**src/rtl/multicycle_control.sv**
```systemverilog
// Multicycle MIPS-style control FSM: per-state datapath controls, bounded memory
// waits with a sticky fault, syscall handshake and a retired-instruction counter.
module multicycle_control #(
  parameter int MAX_WAIT = 15,
  parameter int CNT_W    = 32
) (
  input  logic             clock,
  input  logic             reset_n,
  input  logic [5:0]       op,
  input  logic [5:0]       funct,
  input  logic             mem_ready,
  input  logic             syscall_ack,
  output logic             pc_write,
  output logic             pc_write_cond,
  output logic             invert_zero,
  output logic             iord,
  output logic             mem_read,
  output logic             mem_write,
  output logic             ir_write,
  output logic             mem_to_reg,
  output logic             reg_dst,
  output logic             reg_write,
  output logic             alu_src_a,
  output logic [1:0]       alu_src_b,
  output logic [1:0]       alu_op,
  output logic [1:0]       pc_source,
  output logic [3:0]       state,
  output logic             syscall_req,
  output logic             fault,
  output logic [CNT_W-1:0] instr_count
);

  typedef enum logic [3:0] {
    S_FETCH    = 4'd0,
    S_DECODE   = 4'd1,
    S_MEM_ADDR = 4'd2,
    S_MEM_RD   = 4'd3,
    S_MEM_WB   = 4'd4,
    S_MEM_WR   = 4'd5,
    S_R_EXEC   = 4'd6,
    S_R_WB     = 4'd7,
    S_BRANCH   = 4'd8,
    S_JUMP     = 4'd9,
    S_I_EXEC   = 4'd10,
    S_I_WB     = 4'd11,
    S_SYSCALL  = 4'd12,
    S_FAULT    = 4'd13
  } state_e;

  localparam logic [7:0] MAX_WAIT_W = 8'(MAX_WAIT);

  state_e           state_q, state_d;
  logic [7:0]       wait_q, wait_d;
  logic [CNT_W-1:0] count_q, count_d;
  logic             timeout;

  assign timeout     = (wait_q == MAX_WAIT_W);
  assign state       = state_q;
  assign instr_count = count_q;

  always_comb begin
    state_d       = state_q;
    wait_d        = '0;
    count_d       = count_q;
    pc_write      = 1'b0;
    pc_write_cond = 1'b0;
    invert_zero   = 1'b0;
    iord          = 1'b0;
    mem_read      = 1'b0;
    mem_write     = 1'b0;
    ir_write      = 1'b0;
    mem_to_reg    = 1'b0;
    reg_dst       = 1'b0;
    reg_write     = 1'b0;
    alu_src_a     = 1'b0;
    alu_src_b     = 2'b00;
    alu_op        = 2'b00;
    pc_source     = 2'b00;
    syscall_req   = 1'b0;
    fault         = 1'b0;

    // wait_d defaults to zero, so any state change clears the wait counter
    unique case (state_q)
      S_FETCH: begin
        mem_read  = 1'b1;
        alu_src_b = 2'b01;
        if (mem_ready) begin
          ir_write = 1'b1;
          pc_write = 1'b1;
          state_d  = S_DECODE;
        end else if (timeout) begin
          state_d = S_FAULT;
        end else begin
          wait_d = wait_q + 8'd1;
        end
      end
      S_DECODE: begin
        alu_src_b = 2'b11;
        unique case (op)
          6'h00:        state_d = (funct == 6'h0C) ? S_SYSCALL : S_R_EXEC;
          6'h23, 6'h2B: state_d = S_MEM_ADDR;
          6'h04, 6'h05: state_d = S_BRANCH;
          6'h02:        state_d = S_JUMP;
          6'h08, 6'h0D: state_d = S_I_EXEC;
          default:      state_d = S_FAULT;
        endcase
      end
      S_MEM_ADDR: begin
        alu_src_a = 1'b1;
        alu_src_b = 2'b10;
        state_d   = (op == 6'h2B) ? S_MEM_WR : S_MEM_RD;
      end
      S_MEM_RD: begin
        mem_read = 1'b1;
        iord     = 1'b1;
        if (mem_ready)    state_d = S_MEM_WB;
        else if (timeout) state_d = S_FAULT;
        else              wait_d  = wait_q + 8'd1;
      end
      S_MEM_WB: begin
        reg_write  = 1'b1;
        mem_to_reg = 1'b1;
        state_d    = S_FETCH;
        count_d    = count_q + CNT_W'(1);
      end
      S_MEM_WR: begin
        mem_write = 1'b1;
        iord      = 1'b1;
        if (mem_ready) begin
          state_d = S_FETCH;
          count_d = count_q + CNT_W'(1);
        end else if (timeout) begin
          state_d = S_FAULT;
        end else begin
          wait_d = wait_q + 8'd1;
        end
      end
      S_R_EXEC: begin
        alu_src_a = 1'b1;
        alu_op    = 2'b10;
        state_d   = S_R_WB;
      end
      S_R_WB: begin
        reg_write = 1'b1;
        reg_dst   = 1'b1;
        state_d   = S_FETCH;
        count_d   = count_q + CNT_W'(1);
      end
      S_I_EXEC: begin
        alu_src_a = 1'b1;
        alu_src_b = 2'b10;
        alu_op    = (op == 6'h0D) ? 2'b11 : 2'b00;
        state_d   = S_I_WB;
      end
      S_I_WB: begin
        reg_write = 1'b1;
        state_d   = S_FETCH;
        count_d   = count_q + CNT_W'(1);
      end
      S_BRANCH: begin
        alu_src_a     = 1'b1;
        alu_op        = 2'b01;
        pc_write_cond = 1'b1;
        pc_source     = 2'b01;
        invert_zero   = (op == 6'h05);
        state_d       = S_FETCH;
        count_d       = count_q + CNT_W'(1);
      end
      S_JUMP: begin
        pc_write  = 1'b1;
        pc_source = 2'b10;
        state_d   = S_FETCH;
        count_d   = count_q + CNT_W'(1);
      end
      S_SYSCALL: begin
        syscall_req = 1'b1;
        if (syscall_ack) begin
          state_d = S_FETCH;
          count_d = count_q + CNT_W'(1);
        end
      end
      S_FAULT: begin
        fault = 1'b1;
      end
      default: begin
        state_d = S_FAULT;
      end
    endcase
  end

  always_ff @(posedge clock or negedge reset_n) begin
    if (!reset_n) begin
      state_q <= S_FETCH;
      wait_q  <= '0;
      count_q <= '0;
    end else begin
      state_q <= state_d;
      wait_q  <= wait_d;
      count_q <= count_d;
    end
  end

endmodule

```
**config.mk**
```make
export PLATFORM = sky130hd
export DESIGN_NAME = multicycle_control
export DESIGN_NICKNAME = d
export VERILOG_FILES = /design/src/rtl/multicycle_control.sv
export SDC_FILE = /design/constraint.sdc
export NUM_CORES = 1
export LEC_CHECK = 0
export ABC_AREA = 1
export CAP_MARGIN = 20
export CORE_ASPECT_RATIO = 2
export CORE_MARGIN = 3
export CORE_UTILIZATION = 50
export CTS_CLUSTER_SIZE = 40
export DETAILED_ROUTE_END_ITERATION = 10
export MAX_ROUTING_LAYER = met4
export PLACE_DENSITY = 0.8
export SLEW_MARGIN = 10
export SYNTH_ARGS = -nofsm -noshare
export SYNTH_HDL_FRONTEND = slang
export SYNTH_SLANG_ARGS = --single-unit
```
**constraint.sdc**
```tcl
create_clock -name clock -period 2.71 [get_ports clock]
set_input_delay 0.6775 -clock clock [delete_from_list [all_inputs] [get_ports clock]]
set_output_delay 0.6775 -clock clock [all_outputs]
set_load 0.005 [all_outputs]
```
After elaboration in Yosys (flattened, before gate mapping)
Cells that the tools add are included.
{ "word_totals": {"word_cells": 78, "output_inout_bits": 55, "inputBits": 16, "regBits": 44} }
{ "classes": {"n_reduce_logical": 15, "n_bitwise": 1, "addsub": 2, "n_eq_ne": 24, "n_mux": 33} }
{ "ops": {"columns": ["operator", "count"], "rows": [
  ["32-bit one-hot mux with 3 select lines", 1],
  ["32-bit 2-to-1 mux", 2],
  ["4-bit one-hot mux with 10 select lines", 1],
  ["32-bit by 1-bit adder with 32-bit output (second input constant)", 1],
  ["4-bit equality test (second input constant)", 6],
  ["4-bit 2-to-1 mux", 6],
  ["8-bit 2-to-1 mux", 3],
  ["4-bit one-hot mux with 5 select lines", 1],
  ["6-bit by 4-bit equality test with 1-bit output (second input constant)", 3],
  ["4-bit by 3-bit equality test with 1-bit output (second input constant)", 4],
  ["1-bit 2-to-1 mux", 13],
  ["6-bit by 3-bit equality test with 1-bit output (second input constant)", 2],
  ["6-bit equality test (second input constant)", 2],
  ["2-bit one-hot mux with 3 select lines", 2],
  ["2-bit OR reduction", 6],
  ["8-bit by 1-bit adder with 8-bit output (second input constant)", 1],
  ["4-bit by 2-bit equality test with 1-bit output (second input constant)", 2],
  ["8-bit by 4-bit equality test with 1-bit output (second input constant)", 1],
  ["6-bit by 2-bit equality test with 1-bit output (second input constant)", 1],
  ["6-bit zero test", 1],
  ["3-bit OR reduction", 2],
  ["5-bit OR reduction", 1],
  ["4-bit by 1-bit equality test with 1-bit output (second input constant)", 1],
  ["4-bit zero test", 1],
  ["other kinds (10)", 11]
]} }

Logic depth before layout (Yosys ltp)
{ "depth": {"word_depth": 4, "ltp_mapped": 10, "ltp_nobuf": 10} }

Least setup slack after synthesis
Ideal clock, no wire load.
{ "synth_timing": {"path_kind": "input -> output", "startpoint": "in op[5]", "endpoint": "out alu_op[1]", "cell_stages": 4, "path_slack_ps": 774, "arrival_time_ps": 1259, "cell_sequence": "nor2_1 nand3_1 nand3b_1 o21ai_0"} }
{ "synth_between": {"elab_chain_cells": 3} }
{ "synth_rtl": {"columns": ["element", "line", "rtl"], "rows": [
  ["start: declaration", "9", "input logic [5:0] op,"],
  ["6-bit by 4-bit equality test with 1-bit output", "152", "alu_op = (op == 6'h0D) ? 2'b11 : 2'b00;"],
  ["2-bit 2-to-1 mux", "152", null],
  ["2-bit one-hot mux with 3 select lines", "83", "unique case (state_q)"],
  ["end: declaration", "25", "output logic [1:0] alu_op,"]
]} }
No other way between the ends.

Worst setup path in the final report
{ "layout_timing": {"startpoint": "in mem_ready", "endpoint": "out pc_write"} }
{ "layout_between": {"elab_chain_cells": 2} }
{ "layout_rtl": {"columns": ["element", "line", "rtl"], "rows": [
  ["start: declaration", "11", "input logic mem_ready,"],
  ["1-bit 2-to-1 mux", "87", "if (mem_ready) begin"],
  ["1-bit one-hot mux with 2 select lines", "83", null],
  ["end: declaration", "13", "output logic pc_write,"]
]} }
No other way between the ends.

==> results.ini <==
[cts]
cts_buffers=5
cts-root-to-sink-buffers=2
hold_buffers=0
ctsRootBufferMaster=clkbuf_16
h-tree-depth=2
clock_input_transition_at_the_sequential_cells_of_the_worst_setup_and_hold_paths_ps=60
clock_insertion_delay_at_the_later_pin_of_the_skew_report_ps=290
tritoncts=done
numClockSinks=44

[placement]
finalWeightedCongestion=0.9657
detailedPlacementHpwl_mm=7.406
placement.io_buffers=70

[synthesis]
post_synth.cell_area_avg_sq_um=6.355
synth.lib_cells_used.distinct=27
ys_warn_count=0
synth_net_count=510
synth-seq-area-share_pct=35.21
synth-edff-count=0
synth.ff_latch_count=44
asyncSetResetFlopFracSynth_pct=100.0
synth_cells=492
syn_area_sq_mm=0.003127
synth_flop_cell=dfrtp_1

[setup_path]
startpoint_type=input port
worstReg2RegStart=instr_count[0]$_DFFE_PN0P_
critical_path_arrival_ps=1960
reg2reg_to=instr_count[26]$_DFFE_PN0P_
worstSetupEndpointType=output pin
reg2reg_setup_slack_ps=790
setup.worst_path.class=input port to output pin
worst-r2r-cell-count=10
critical_path_peak_fanout=3
cp_data_required_time_ps=2030

[route]
route.top_layer_used=met4
routed-via-count=3348
dr.first_iter.drc_count=217
met3_wirelength_um=345
drt_drc_violations_left=0
post_drt_wl_per_cell_um=14.13
total_routed_wirelength_mm=9.338
routed-wl-met2_mm=5.259
route.detailed.vias_per_inst=5.065
wl_met1_mm=3.070
antenna_violating_nets_post_route=0
drt-pass1-iter-count=4

[sta]
report.final.hold_viol_count=0
total_negative_slack_ps=0
period_needed_ps=2634
tightest_slew_ps=469.0
timing.fmax_mhz=379.7
timing.final.setup_violations=0
slew_headroom_pct=68.69
drv_slew=0
grt_setup_unrepaired=no
setup_skew_after_layout_ps=4.235
finalCritPeriodShare_pct=97.19

[global_route]
grt_antenna_before_repair=0
global_route.overflow_total=0
largest_net_degree_at_the_start_of_global_routing=27
first_global_vias=3364
grt_first_pass_wirelength_mm=14.97
grt_util_all_layers_pct=28.21

[floorplanning]
floorplan.rows=40
start_util_pct=51.63
core_area_sq_mm=0.006056
io-pin-count=71
die_area_sq_mm=0.007296
die_w_um=61.92
die_h_um=117.8

[layout]
antenna_cells_inserted=0
final_common_cell=nand2_1
post_route_cells_drive_above_1_share_pct=9.185
filler_cell_count=525
layout.cells.most_common_list=nand2_1 (215), nor2_1 (82), clkdlybuf4s50_1 (65)
layout.area.seq_sq_mm=0.001102
area.growth.synth_to_final_pct=32.13
multi_input_gate_area_in_the_final_layout_sq_mm=0.001792
finalNetCount=594

[hold_path]
worst_hold_path_type=input port to asynchronous set/reset pin

[pwr]
power.switching_uw=296.7
fraction_of_power_spent_switching_nets_pct=20.86
sequentialPowerShare_pct=46.2
power_leakage_uw=0.001974
design_power_total_uw=1422
power.internal_uw=1125
p_clk_share_pct=49.3
share_comb_of_total_power_pct=4.5
irDropWorstVdd_uv=450.4
powerDensity_mw_per_mm2=344.2

[outcome]
status=completed

[flow_run]
max_cap_viol_count=0

registers in the layout, summed over array words and instances, names as in the netlist:
name	flops
state	4
wait_q	8
instr_count	32
worst max path at each step:
| stage | start | end | slack (ps) |
|---|---|---|---|
| final | mem_ready | pc_write | 80 |
| after global routing | state[0]$_DFFE_PN0P_ | fault | 7 |
| after CTS | state[3]$_DFFE_PN0P_ | alu_src_a | 60 |
| after detailed placement | op[5] | alu_op[1] | -260 |
| after global placement | op[5] | alu_op[1] | -190 |
| after floorplan | op[5] | alu_op[1] | 770 |
power by group through the flow:
| stage | Combinational, uW | Clock (uW) | Sequential [uW] |
|---|---|---|---|
| floorplan | 11.9 | 0 | 669 |
| global placement | 60.4 | 0 | 669 |
| detailed placement | 63.0 | 0 | 669 |
| CTS | 64.1 | 713 | 657 |
| global route | 70.3 | 747 | 656 |
| finish | 64.3 | 701 | 657 |
repair_timing:
item | CTS | global route
resized for setup | 6 | 4
gates cloned | 0 | 0
setup endpoints to repair | 4 | 2
pin swaps | 1 | 0
buffers inserted | 1 | 0
cell usage after synthesis (4+ instances only):
master,number,area share (%)
a21oi_1,5,0.80
nand2_2,10,2.0
inv_2,4,0.48
nor2_2,5,1.0
nor2_1,86,10
nand3_1,23,3.7
dfrtp_1,44,35
nand4_1,4,0.80
nand3b_1,12,2.9
o21ai_2,5,1.4
inv_1,40,4.8
xnor2_1,8,2.2
nand2_1,215,26
o21ai_0,5,0.80
xor2_1,9,2.5
cell type report:
class	instances	area share (%)
Timing Repair Buffer	84	19.26
Inverter	44	3.998
Clock inverter	3	1.121
Clock buffer	5	3.028
Sequential cell	44	26.68
Multi-Input combinational cell	397	43.37
Tap cell	84	2.544
kinds of logic after synthesis:
family | synth area share [%]
AND/OR/NAND/NOR | 47.30
buffers and inverters | 7.963
AO/OA/AOI/OAI | 3.962
XOR/XNOR | 4.762
flip-flops | 35.21
adder cells (fa/ha/maj) | 0.8002
worst max-delay path: stages:
cell and delay (ps):
clkdlybuf4s50_1 480, nand3_1 160, o21ai_0 120, clkdlybuf4s50_1 520
metrics by stage:
stage          cell area [sq um]  setup WS, ps  instances  utilization, %  hold slack (ps)
6_report                    4131         76.08        661           68.22            335.6
5_1_grt                     4131         7.007        661           68.22            361.2
4_1_cts                     4120         62.49        661           68.04            350.9
3_5_place_dp                3941        -255.0        652           65.08            454.4
3_3_place_gp                3941        -189.1        652           65.08            450.1
2_1_floorplan               3127         773.8        492               -            381.9
layer usage:
layer | up-vias | global-route usage, %
met2 | 125 | 49.74
met3 | 42 | 4.391
met1 | 1500 | 24.95
li1 | 1681 | -
met5 | - | -
met4 | 0 | 19.65
Note: power is estimated with default switching activity, not from simulation.
